### config.mk
export PLATFORM = sky130hd
export DESIGN_NAME = snake_game_ctrl_flat
export DESIGN_NICKNAME = d
export VERILOG_FILES = /design/src/rtl/snake_pkg.sv /design/src/rtl/snake_game_ctrl_if.sv /design/src/rtl/snake_food_gen.sv /design/src/rtl/snake_game_ctrl.sv /design/src/flat_wrapper.sv
export SDC_FILE = /design/constraint.sdc
export NUM_CORES = 1
export LEC_CHECK = 0
export ABC_CLOCK_PERIOD_IN_PS = 3700
export CAP_MARGIN = 20
export CORE_UTILIZATION = 50
export CTS_CLUSTER_SIZE = 16
export DETAILED_ROUTE_END_ITERATION = 7
export GPL_ROUTABILITY_DRIVEN = 0
export HOLD_SLACK_MARGIN = 0.15
export PLACE_DENSITY = 0.76
export SYNTH_ARGS = -nofsm -noshare
export SYNTH_HDL_FRONTEND = slang
export SYNTH_HIERARCHICAL = 1
export SYNTH_SLANG_ARGS = --single-unit
### constraint.sdc
create_clock -name clk -period 3.7 [get_ports clk]
set_clock_uncertainty 0.15 [all_clocks]
set_input_delay 0.555 -clock clk [delete_from_list [all_inputs] [get_ports clk]]
set_output_delay 0.555 -clock clk [all_outputs]
set_load 0.02 [all_outputs]
### src/rtl/snake_pkg.sv
// rtl/snake_pkg.sv - shared encodings and helpers for the snake game controller
package snake_pkg;

    localparam int GRID_W = 3;

    typedef logic [GRID_W-1:0] coord_t;

    typedef enum logic [1:0] {
        DIR_UP    = 2'b00,
        DIR_DOWN  = 2'b01,
        DIR_LEFT  = 2'b10,
        DIR_RIGHT = 2'b11
    } dir_t;

    typedef enum logic [1:0] {
        ST_IDLE = 2'b00,
        ST_RUN  = 2'b01,
        ST_OVER = 2'b10
    } state_t;

    localparam dir_t DIR_INIT = DIR_DOWN;

    // x^8 + x^6 + x^5 + x^4 + 1, feedback taken from bits 7,5,4,3
    localparam logic [7:0] LFSR_TAPS = 8'b1011_1000;

    function automatic logic lfsr_fb(input logic [7:0] v);
        return ^(v & LFSR_TAPS);
    endfunction

endpackage

### src/rtl/snake_game_ctrl_if.sv
// rtl/snake_game_ctrl_if.sv - controller <-> buttons/snake_body signal bundle
interface snake_game_ctrl_if;
    import snake_pkg::*;

    logic               btn_up;
    logic               btn_down;
    logic               btn_left;
    logic               btn_right;
    logic               btn_start;
    logic [GRID_W-1:0]  head_x;
    logic [GRID_W-1:0]  head_y;
    logic [GRID_W-1:0]  body1_x;
    logic [GRID_W-1:0]  body1_y;
    logic [GRID_W-1:0]  body2_x;
    logic [GRID_W-1:0]  body2_y;
    logic               move_enable;
    logic [1:0]         direction;
    logic               grow;
    logic [GRID_W-1:0]  food_x;
    logic [GRID_W-1:0]  food_y;
    logic               food_valid;
    logic [7:0]         score;
    logic               game_over;
    logic [1:0]         state;
    logic               snake_restart;

    // controller side
    modport master (
        input  btn_up, btn_down, btn_left, btn_right, btn_start,
        input  head_x, head_y, body1_x, body1_y, body2_x, body2_y,
        output move_enable, direction, grow, food_x, food_y, food_valid,
        output score, game_over, state, snake_restart
    );

    // buttons + snake_body side
    modport slave (
        output btn_up, btn_down, btn_left, btn_right, btn_start,
        output head_x, head_y, body1_x, body1_y, body2_x, body2_y,
        input  move_enable, direction, grow, food_x, food_y, food_valid,
        input  score, game_over, state, snake_restart
    );

endinterface

### src/rtl/snake_food_gen.sv
// rtl/snake_food_gen.sv - LFSR food placement avoiding the snake segments
module snake_food_gen
    import snake_pkg::*;
#(
    parameter logic [GRID_W-1:0] FOOD_X0   = 3'd2,
    parameter logic [GRID_W-1:0] FOOD_Y0   = 3'd6,
    parameter logic [7:0]        LFSR_SEED = 8'hA5
) (
    input  logic   clk,
    input  logic   reset,
    input  logic   i_consume,
    input  logic   i_restart,
    input  coord_t i_head_x,
    input  coord_t i_head_y,
    input  coord_t i_body1_x,
    input  coord_t i_body1_y,
    input  coord_t i_body2_x,
    input  coord_t i_body2_y,
    output coord_t o_food_x,
    output coord_t o_food_y,
    output logic   o_food_valid
);

    logic [7:0] r_lfsr;
    logic       r_hold;
    coord_t     r_food_x;
    coord_t     r_food_y;
    logic       r_food_valid;

    coord_t     w_cand_x;
    coord_t     w_cand_y;
    logic       w_cand_ok;

    assign w_cand_x = r_lfsr[2:0];
    assign w_cand_y = r_lfsr[5:3];

    // candidate must not sit on any visible segment
    always_comb begin
        w_cand_ok = 1'b1;
        if (w_cand_x == i_head_x  && w_cand_y == i_head_y)  w_cand_ok = 1'b0;
        if (w_cand_x == i_body1_x && w_cand_y == i_body1_y) w_cand_ok = 1'b0;
        if (w_cand_x == i_body2_x && w_cand_y == i_body2_y) w_cand_ok = 1'b0;
    end

    // free-running LFSR; food cleared on consume, re-placed once segments have moved
    always_ff @(posedge clk or posedge reset) begin
        if (reset) begin
            r_lfsr       <= LFSR_SEED;
            r_hold       <= 1'b0;
            r_food_x     <= FOOD_X0;
            r_food_y     <= FOOD_Y0;
            r_food_valid <= 1'b1;
        end else begin
            r_lfsr <= {r_lfsr[6:0], lfsr_fb(r_lfsr)};
            if (i_restart) begin
                r_hold       <= 1'b0;
                r_food_x     <= FOOD_X0;
                r_food_y     <= FOOD_Y0;
                r_food_valid <= 1'b1;
            end else if (i_consume) begin
                // the move pulse is still in flight: segments are stale for one cycle
                r_hold       <= 1'b1;
                r_food_valid <= 1'b0;
            end else begin
                r_hold <= 1'b0;
                if (!r_food_valid && !r_hold && w_cand_ok) begin
                    r_food_x     <= w_cand_x;
                    r_food_y     <= w_cand_y;
                    r_food_valid <= 1'b1;
                end
            end
        end
    end

    assign o_food_x     = r_food_x;
    assign o_food_y     = r_food_y;
    assign o_food_valid = r_food_valid;

endmodule

### src/rtl/snake_game_ctrl.sv
// rtl/snake_game_ctrl.sv - snake game FSM, move prescaler, steering, collision and score
module snake_game_ctrl
    import snake_pkg::*;
#(
    parameter int                TICK_DIV  = 12500000,
    parameter int                WRAP      = 1,
    parameter logic [GRID_W-1:0] FOOD_X0   = 3'd2,
    parameter logic [GRID_W-1:0] FOOD_Y0   = 3'd6,
    parameter logic [7:0]        LFSR_SEED = 8'hA5
) (
    input  logic               clk,
    input  logic               reset,
    snake_game_ctrl_if.master  bus
);

    localparam int                CNT_W    = $clog2(TICK_DIV);
    localparam logic [CNT_W-1:0]  CNT_LAST = CNT_W'(TICK_DIV - 1);

    state_t            r_state;
    dir_t              r_dir;
    dir_t              r_pend;
    logic [CNT_W-1:0]  r_cnt;
    logic              r_move;
    logic              r_grow;
    logic              r_restart;
    logic              r_over;
    logic [7:0]        r_score;

    logic              w_tick;
    dir_t              w_nd;
    coord_t            w_nh_x;
    coord_t            w_nh_y;
    logic              w_wall;
    logic              w_eat;
    logic              w_coll;
    logic              w_consume;
    logic              w_restart;
    coord_t            w_food_x;
    coord_t            w_food_y;
    logic              w_food_valid;

    assign w_tick = (r_state == ST_RUN) && (r_cnt == CNT_LAST);

    // reversal filter against the committed direction, then step the head one cell
    always_comb begin
        w_nd = r_pend;
        if (r_pend[1] == r_dir[1] && r_pend[0] != r_dir[0]) w_nd = r_dir;
        w_nh_x = bus.head_x;
        w_nh_y = bus.head_y;
        w_wall = 1'b0;
        case (w_nd)
            DIR_UP: begin
                w_nh_y = bus.head_y - coord_t'(1);
                w_wall = (bus.head_y == coord_t'(0));
            end
            DIR_DOWN: begin
                w_nh_y = bus.head_y + coord_t'(1);
                w_wall = (bus.head_y == coord_t'(7));
            end
            DIR_LEFT: begin
                w_nh_x = bus.head_x - coord_t'(1);
                w_wall = (bus.head_x == coord_t'(0));
            end
            DIR_RIGHT: begin
                w_nh_x = bus.head_x + coord_t'(1);
                w_wall = (bus.head_x == coord_t'(7));
            end
        endcase
        if (WRAP != 0) w_wall = 1'b0;
    end

    // tail cell only stays occupied when this move grows the snake
    assign w_eat     = w_food_valid && (w_nh_x == w_food_x) && (w_nh_y == w_food_y);
    assign w_coll    = w_wall
                     || (w_nh_x == bus.body1_x && w_nh_y == bus.body1_y)
                     || (w_eat && w_nh_x == bus.body2_x && w_nh_y == bus.body2_y);
    assign w_consume = w_tick && !w_coll && w_eat;
    assign w_restart = (r_state == ST_OVER) && bus.btn_start;

    // game FSM with registered pulses, prescaler, steering and score
    always_ff @(posedge clk or posedge reset) begin
        if (reset) begin
            r_state   <= ST_IDLE;
            r_dir     <= DIR_INIT;
            r_pend    <= DIR_INIT;
            r_cnt     <= '0;
            r_move    <= 1'b0;
            r_grow    <= 1'b0;
            r_restart <= 1'b0;
            r_over    <= 1'b0;
            r_score   <= 8'd0;
        end else begin
            r_move    <= 1'b0;
            r_grow    <= 1'b0;
            r_restart <= 1'b0;
            case (r_state)
                ST_IDLE: begin
                    if (bus.btn_start) begin
                        r_state <= ST_RUN;
                        r_cnt   <= '0;
                    end
                end
                ST_RUN: begin
                    if      (bus.btn_up)    r_pend <= DIR_UP;
                    else if (bus.btn_down)  r_pend <= DIR_DOWN;
                    else if (bus.btn_left)  r_pend <= DIR_LEFT;
                    else if (bus.btn_right) r_pend <= DIR_RIGHT;
                    r_cnt <= (r_cnt == CNT_LAST) ? '0 : r_cnt + CNT_W'(1);
                    if (w_tick) begin
                        if (w_coll) begin
                            r_state <= ST_OVER;
                            r_over  <= 1'b1;
                        end else begin
                            r_move <= 1'b1;
                            r_dir  <= w_nd;
                            r_grow <= w_eat;
                            if (w_eat && r_score != 8'hFF) r_score <= r_score + 8'd1;
                        end
                    end
                end
                ST_OVER: begin
                    if (bus.btn_start) begin
                        r_state   <= ST_IDLE;
                        r_restart <= 1'b1;
                        r_over    <= 1'b0;
                        r_score   <= 8'd0;
                        r_dir     <= DIR_INIT;
                        r_pend    <= DIR_INIT;
                        r_cnt     <= '0;
                    end
                end
                default: r_state <= ST_IDLE;
            endcase
        end
    end

    snake_food_gen #(
        .FOOD_X0   (FOOD_X0),
        .FOOD_Y0   (FOOD_Y0),
        .LFSR_SEED (LFSR_SEED)
    ) u_food (
        .clk          (clk),
        .reset        (reset),
        .i_consume    (w_consume),
        .i_restart    (w_restart),
        .i_head_x     (bus.head_x),
        .i_head_y     (bus.head_y),
        .i_body1_x    (bus.body1_x),
        .i_body1_y    (bus.body1_y),
        .i_body2_x    (bus.body2_x),
        .i_body2_y    (bus.body2_y),
        .o_food_x     (w_food_x),
        .o_food_y     (w_food_y),
        .o_food_valid (w_food_valid)
    );

    assign bus.move_enable   = r_move;
    assign bus.direction     = r_dir;
    assign bus.grow          = r_grow;
    assign bus.food_x        = w_food_x;
    assign bus.food_y        = w_food_y;
    assign bus.food_valid    = w_food_valid;
    assign bus.score         = r_score;
    assign bus.game_over     = r_over;
    assign bus.state         = r_state;
    assign bus.snake_restart = r_restart;

endmodule

### src/flat_wrapper.sv
// flat-port wrapper written by rule: the top's interface ports become plain ports
module snake_game_ctrl_flat import snake_pkg::*;
#(
    parameter int                TICK_DIV  = 12500000,
    parameter int                WRAP      = 1,
    parameter logic [GRID_W-1:0] FOOD_X0   = 3'd2,
    parameter logic [GRID_W-1:0] FOOD_Y0   = 3'd6,
    parameter logic [7:0]        LFSR_SEED = 8'hA5
)
  (clk, reset, bus_btn_up, bus_btn_down, bus_btn_left, bus_btn_right, bus_btn_start, bus_head_x, bus_head_y, bus_body1_x, bus_body1_y, bus_body2_x, bus_body2_y, bus_move_enable, bus_direction, bus_grow, bus_food_x, bus_food_y, bus_food_valid, bus_score, bus_game_over, bus_state, bus_snake_restart);
  snake_game_ctrl_if bus_i ();
  input  logic clk;
  input  logic reset;
  input wire logic [$bits(bus_i.btn_up)-1:0] bus_btn_up;
  input wire logic [$bits(bus_i.btn_down)-1:0] bus_btn_down;
  input wire logic [$bits(bus_i.btn_left)-1:0] bus_btn_left;
  input wire logic [$bits(bus_i.btn_right)-1:0] bus_btn_right;
  input wire logic [$bits(bus_i.btn_start)-1:0] bus_btn_start;
  input wire logic [$bits(bus_i.head_x)-1:0] bus_head_x;
  input wire logic [$bits(bus_i.head_y)-1:0] bus_head_y;
  input wire logic [$bits(bus_i.body1_x)-1:0] bus_body1_x;
  input wire logic [$bits(bus_i.body1_y)-1:0] bus_body1_y;
  input wire logic [$bits(bus_i.body2_x)-1:0] bus_body2_x;
  input wire logic [$bits(bus_i.body2_y)-1:0] bus_body2_y;
  output wire logic [$bits(bus_i.move_enable)-1:0] bus_move_enable;
  output wire logic [$bits(bus_i.direction)-1:0] bus_direction;
  output wire logic [$bits(bus_i.grow)-1:0] bus_grow;
  output wire logic [$bits(bus_i.food_x)-1:0] bus_food_x;
  output wire logic [$bits(bus_i.food_y)-1:0] bus_food_y;
  output wire logic [$bits(bus_i.food_valid)-1:0] bus_food_valid;
  output wire logic [$bits(bus_i.score)-1:0] bus_score;
  output wire logic [$bits(bus_i.game_over)-1:0] bus_game_over;
  output wire logic [$bits(bus_i.state)-1:0] bus_state;
  output wire logic [$bits(bus_i.snake_restart)-1:0] bus_snake_restart;
  assign bus_i.btn_up = bus_btn_up;
  assign bus_i.btn_down = bus_btn_down;
  assign bus_i.btn_left = bus_btn_left;
  assign bus_i.btn_right = bus_btn_right;
  assign bus_i.btn_start = bus_btn_start;
  assign bus_i.head_x = bus_head_x;
  assign bus_i.head_y = bus_head_y;
  assign bus_i.body1_x = bus_body1_x;
  assign bus_i.body1_y = bus_body1_y;
  assign bus_i.body2_x = bus_body2_x;
  assign bus_i.body2_y = bus_body2_y;
  assign bus_move_enable = bus_i.move_enable;
  assign bus_direction = bus_i.direction;
  assign bus_grow = bus_i.grow;
  assign bus_food_x = bus_i.food_x;
  assign bus_food_y = bus_i.food_y;
  assign bus_food_valid = bus_i.food_valid;
  assign bus_score = bus_i.score;
  assign bus_game_over = bus_i.game_over;
  assign bus_state = bus_i.state;
  assign bus_snake_restart = bus_i.snake_restart;
  snake_game_ctrl #(.TICK_DIV(TICK_DIV), .WRAP(WRAP), .FOOD_X0(FOOD_X0), .FOOD_Y0(FOOD_Y0), .LFSR_SEED(LFSR_SEED)) u_core (.clk(clk), .reset(reset), .bus(bus_i));
endmodule
==> flow_summary.toml, run 1 <==
[outcome]
outcome = "finished clean"

[floorplanning]
die_w_um = 86.93
fp.dieArea_um2 = 7556
start_util_pct = 52.50
die_h_um = 86.93
ioPinCount = 48
design.core.area_um2 = 6869
placementRows = 30

[grt]
grt_pass1_wl_um = 13860
grt_max_degree = 43
overflow = 0
antenna_found_initial = 0
grt_pass1_vias = 2900
gr-usage-all-layers_pct = 24.16

[logic_synthesis]
synth_edf_count = 0
synthFlopType = "dfrtp_1"
syn-mean-instance-area_um2 = 9.489
synth.distinct_cells = 58
yosysSeqAreaShare_pct = 40.60
synth_fp_nets = 409
synth_area_um2 = 3606
syn_inst = 380
yosysWarnings = 6
async_flop_share_pct = 100.0
ys_ff_latch = 58

[power]
power_density_nw_per_um2 = 337.1
seq_power_share_pct = 49.5
internal-power_uw = 1084
power.leakage_uw = 0.001785
switching_share_pct = 28.33
p_clk_share_pct = 34.1
p_sw_uw = 428.4
pwr-share-comb_pct = 16.3
vdd_drop_max_mv = 0.2384

[timing]
max_freq_mhz = 281.0
relSlewSlack_pct = 58.70
finalMaxSlewViolations = 0
fin_crit_sh_pct = 96.19
setup_viol = 0
setup_slack_ns = 0.1410
finalHoldViolCount = 0
min_period_ns = 3.559
worst_pin_slew_ns = 0.6157

[route]
viasPerCell = 5.582
num_vias = 3048
highest_layer = "met4"
drtAntennaViolNets = 0
wl_per_cell_um = 15.40
drt_pass1_iterations = 5
drt-initial-drc-count = 186
met3_length_um = 482
route.detailed.drc = 0
met1Wirelength_um = 3837
routed_wl_um = 8411
wl_met2_um = 3954

[placement]
place_inst = 529
port_buffers = 47
pre_cts_ws_ns = -0.2067
hpwl_um = 6057

[layout]
fillCellCount = 575
final_cell_mix = "clkdlybuf4s50_1, dfrtp_1, nor2_1"
final-seq-area_um2 = 1465
multi_input_area_um2 = 2044
finalNonFillerCells = 546
nets = 474
areaGrowthSynthToFinish_pct = 24.39
antennaDiodeCount = 0
drive_above_1_share_pct = 14.22

[min_path]
hold_class = "flip-flop to flip-flop"

[setup_path]
critPathMaxFanout = 10
worstPathCellList = "clkdlybuf4s50_1 > inv_1 > fa_1 > xor2_1 > nand3_1 > a2111oi_4 > nand3_2 > buf_4 > buf_4 > nand4bb_4 > or3b_1 > a21oi_1"
slowest_stage = "fa_1"
startpoint_type = "input port"
criticalPathCategory = "input port to flip-flop"
critical_path.most_common_cell = "buf_4"
arrival_ns = 3.65
critical-path-max-stage-delay_ns = 0.58
endpoint_kind = "flip-flop"
required_ns = 3.79

[clock_network]
clkTransAtPathRegs_ns = 0.07
cts.sinks = 58
clockBufferDepth = 2
numCtsBuffers = 9
root_buffer = "clkbuf_8"
postCtsHoldBufs = 0
cts_max_level = 3
cts_tree = "yes"
clk_latency_ns = 0.34

[run]
drv_cap = 0
-- synth_stat cells (all sizes together) (3+ instances only) --
| master | n | area share, % |
|---|---|---|
| nand4 | 15 | 2.6 |
| xnor2 | 39 | 9.5 |
| o31ai | 7 | 1.5 |
| or2b | 3 | 0.66 |
| buf | 4 | 0.73 |
| nand3 | 13 | 2.2 |
| a21oi | 14 | 1.9 |
| and2 | 3 | 0.52 |
| and3 | 4 | 0.69 |
| clkbuf | 6 | 0.94 |
| or3 | 4 | 0.69 |
| and4 | 4 | 0.97 |
| nor2b | 4 | 0.69 |
| nand2 | 28 | 3.1 |
| xor2 | 19 | 4.6 |
| inv | 19 | 2.0 |
| mux2i | 9 | 2.6 |
| dfrtp | 48 | 33 |
| o21ai | 28 | 3.9 |
| nand2b | 12 | 2.1 |
| nor3 | 10 | 1.8 |
| nor2 | 43 | 4.5 |
| dfstp | 10 | 7.3 |
-- critical path, delay by kind of cell --
kind	cells	cell delay, ns
buffers and inverters	4	0.85
xor gates and xnor gates	1	0.15
AOI/OAI and AO/OA	2	0.55
and+or+nand+nor	4	0.96
adders and majority gates	1	0.58
-- power by group through the flow --
stage / clock [uW] / sequential (uW) / combinational (uW)
global route: 562 / 759 / 279
floorplan: 0 / 733 / 178
global placement: 0 / 755 / 235
detailed placement: 0 / 756 / 243
finish: 516 / 749 / 247
CTS: 529 / 747 / 247
-- area by class of cell --
type                            count  area share (%)
Sequential cell                    58           32.66
Clock buffer                       14           3.626
Timing Repair Buffer               64           13.50
Multi-Input combinational cell    292           45.58
Clock inverter                      2          0.2789
Tap cell                           96           2.678
Inverter                           20           1.674
-- what timing repair did --
action                                  in CTS  in global routing
gates resized for setup                      0                  4
endpoints found under the setup margin       0                  6
setup buffers                                0                  1
-- logic make-up (layout without fill, tap and decap cells) --
family                     Yosys count  count (layout)  share of synthesized area (%)
and+or+nand+nor                    151             151                          23.11
AOI/OAI and AO/OA                   67              67                          12.42
xor gates and xnor gates            60              60                          15.41
DFF                                 58              58                          40.60
buffers and inverters               30             100                          3.747
muxes                               10              10                          2.915
adders and majority gates            4               4                          1.804
-- worst paths after layout --
check	start	end	slack [ns]	cells after the start
setup / recovery	bus_head_y[1]	u_core/bus.score[2]	0.14	12
hold / removal	u_core/u_food/r_lfsr[6]	u_core/u_food/r_lfsr[7]	0.21	0
setup reg to reg	u_core/bus.direction[1]	u_core/bus.score[2]	0.19	12
hold reg to reg	u_core/u_food/r_lfsr[6]	u_core/u_food/r_lfsr[7]	0.21	0
max in group asynchronous	reset	u_core/bus.direction[1]	2.45	3
min in group asynchronous	reset	u_core/u_food/o_food_y[0]	0.49	2
-- registers in the layout, indices dropped and copies added (netlist names) --
name / count
u_core/u_food/o_food_x: 3
u_core/u_food/o_food_y: 3
u_core/bus.grow: 1
u_core/bus.direction: 2
u_core/u_food/o_food_valid: 1
u_core/r_pend: 2
u_core/bus.game_over: 1
u_core/r_cnt: 24
u_core/bus.state: 2
u_core/u_food/r_lfsr: 8
u_core/u_food/r_hold: 1
u_core/bus.move_enable: 1
u_core/bus.snake_restart: 1
u_core/bus.score: 8
-- layer usage --
layer  GRT usage, %  up-vias
li1               -     1456
met1          32.20     1469
met2          38.94      106
met3          6.256       17
met4          6.970        0
met5              0        -
-- metrics by stage --
step,utilization (%),cell area [um2],hold WS [ns],TNS (ns),total power [uW]
after floorplan,-,3635,0.1830,0,911.1
after global placement,62.39,4285,0.1835,-0.8547,990.8
after detailed placement,62.39,4285,0.1931,-1.175,999.0
after CTS,64.94,4461,0.2071,0,1523
after global routing,65.30,4486,0.2178,-0.009019,1600
final,65.30,4486,0.2062,0,1512
No activity file was read; power rests on OpenSTA's default activity.
==> inputs of run 2 (changes only) <==
--- a/config.mk
+++ b/config.mk
@@ -7,11 +7,12 @@
 export LEC_CHECK = 0
 export ABC_CLOCK_PERIOD_IN_PS = 3700
 export CAP_MARGIN = 20
+export CORE_ASPECT_RATIO = 1.4
 export CORE_UTILIZATION = 50
 export CTS_CLUSTER_SIZE = 16
 export DETAILED_ROUTE_END_ITERATION = 7
 export GPL_ROUTABILITY_DRIVEN = 0
-export HOLD_SLACK_MARGIN = 0.15
+export HOLD_SLACK_MARGIN = 0.08
 export PLACE_DENSITY = 0.76
 export SYNTH_ARGS = -nofsm -noshare
 export SYNTH_HDL_FRONTEND = slang
==> run 2 against run 1 <==
Maximum frequency fell by 0.89%. Non-clock buffer count up 3. Cell area up 1.2%. Clock power about the same. Critical path type is now flip-flop to flip-flop. Critical endpoint is now u_core/u_food/o_food_y[2].
==> flow_summary.toml, run 2 (synthesis results as in run 1) <==
[setup_path]
startpoint_type = "flip-flop"
required_ns = 3.80
worstPathCellList = "mux2i_2 > nor2_2 > fa_1 > xor2_1 > nand3_1 > a2111oi_4 > nand3_2 > o2111ai_4 > nor2_2 > or3_4 > nor3_4 > buf_12 > mux2i_2"
rr_worst_depth = 13
cp.depth = 13
crit_buf_inv = 1
critPathMaxFanout = 6
critical-path-max-stage-delay_ns = 0.55
arrival_ns = 3.69
endpoint_kind = "flip-flop"
criticalPathCategory = "flip-flop to flip-flop"
path_delay_family = "simple AND/OR/NAND/NOR gates"
slowest_stage = "fa_1"

[timing]
worst_pin_slew_ns = 0.6429
relSlewSlack_pct = 57.09
whs_ns = 0.2169
max_freq_mhz = 278.5
finalHoldViolCount = 0
min_period_ns = 3.591
finalMaxSlewViolations = 0
setup_viol = 0
fin_crit_sh_pct = 97.05

[grt]
overflow = 0
gr-usage-all-layers_pct = 26.38
grt_pass1_vias = 3064
grt_max_degree = 43
antenna_found_initial = 0
grt_pass1_wl_um = 14750

[route]
drt-initial-drc-count = 139
route.detailed.drc = 0
wl_per_cell_um = 16.45
drtAntennaViolNets = 0
routed_wl_um = 9015
num_vias = 3083
drt_pass1_iterations = 4
viasPerCell = 5.626

[clock_network]
cts_tree = "yes"
clkTransAtPathRegs_ns = 0.07
cts.sinks = 58
root_buffer = "clkbuf_8"
clk_latency_ns = 0.32
numCtsBuffers = 9
cts_max_level = 3
clockBufferDepth = 2

[floorplanning]
fp.dieArea_um2 = 7560
ioPinCount = 48
die_h_um = 102.5
die_w_um = 73.78
start_util_pct = 51.65
placementRows = 36
design.core.area_um2 = 6982

[min_path]
hold_class = "flip-flop to flip-flop"
whs_path_depth = 0

[placement]
place_inst = 528
hpwl_um = 6689
port_buffers = 47

[layout]
fillCellCount = 581
antennaDiodeCount = 0
final_cell_mix = "dfrtp_1, clkdlybuf4s50_1, nor2_1"
nets = 477
largest_reg_flops = 24
final_common_cell = "dfrtp_1"
multi_input_area_um2 = 2064
final-seq-area_um2 = 1465
final_util_pct = 65.02
drive_above_1_share_pct = 16.34
areaGrowthSynthToFinish_pct = 25.88
finalNonFillerCells = 548
largest-register = "u_core/r_cnt"

[run]
drv_cap = 0

[power]
power_density_nw_per_um2 = 334.9
vdd_drop_max_mv = 0.3725
p_total_uw = 1520
power.leakage_uw = 0.001814

[outcome]
outcome = "finished clean"
==> run 2: changes by cell type in the layout (fill, tap and decap cells not counted), moves of 2 or more <==
cell / change
buf_4: +4
clkbuf_1: -3
buf_6: -2
clkinv_4: +2
==> run 2: final cells by class <==
| type | instances | share of cell area, % |
|---|---|---|
| clock buffer | 10 | 3.032 |
| clock inverter | 6 | 0.9372 |
| tap | 95 | 2.619 |
| multi-input combinational | 292 | 45.48 |
| timing repair buffer | 67 | 14.00 |
| sequential | 58 | 32.28 |
| inverter | 20 | 1.654 |
==> run 2: worst register-to-register path: stages (launching register included) <==
cell and delay, ns:
dfrtp_2 0.45, mux2i_2 0.27, nor2_2 0.08, fa_1 0.55
xor2_1 0.19, nand3_1 0.15, a2111oi_4 0.37, nand3_2 0.15
o2111ai_4 0.23, nor2_2 0.06, or3_4 0.34, nor3_4 0.16
buf_12 0.15, mux2i_2 0.22
==> run 2: power by group <==
group	internal [uW]	leakage, uW	switching, uW
Combinational	122	0.000984	127
Clock	261	0.0000882	259
Sequential	683	0.000741	69.6
==> run 2: layer usage <==
layer,vias up,track usage (%),part of all wire [%]
li1,1463,-,-
met1,1501,29.68,39
met2,97,47.21,54
met3,22,4.536,4.6
met4,0,13.46,3.0
met5,-,0,0
==> run 2: worst paths after layout <==
check	from	to	slack (ns)
max	u_core/bus.direction[1]	u_core/u_food/o_food_y[2]	0.11
min	u_core/u_food/r_lfsr[6]	u_core/u_food/r_lfsr[7]	0.22
max reg2reg	u_core/bus.direction[1]	u_core/u_food/o_food_y[2]	0.11
min reg2reg	u_core/u_food/r_lfsr[6]	u_core/u_food/r_lfsr[7]	0.22
max in group asynchronous	reset	u_core/bus.direction[1]	2.46
min in group asynchronous	reset	u_core/u_food/r_lfsr[4]	0.49
==> run 2: what timing repair did <==
action | CTS | global route
gates resized for setup | 0 | 8
setup buffers | 0 | 4
hold buffers | 0 | 0
setup endpoints to repair | 0 | 6
==> run 2: stage by stage <==
step                      setup TNS (ns)  instance area (um2)  setup WS [ns]
after CTS                              0                 4477        0.05392
final                                  0                 4539         0.1091
after detailed placement          -1.567                 4297        -0.2826
after global placement           -0.6551                 4297        -0.1104
after global routing            -0.03984                 4539       -0.01922
after floorplan                        0                 3635       0.003816
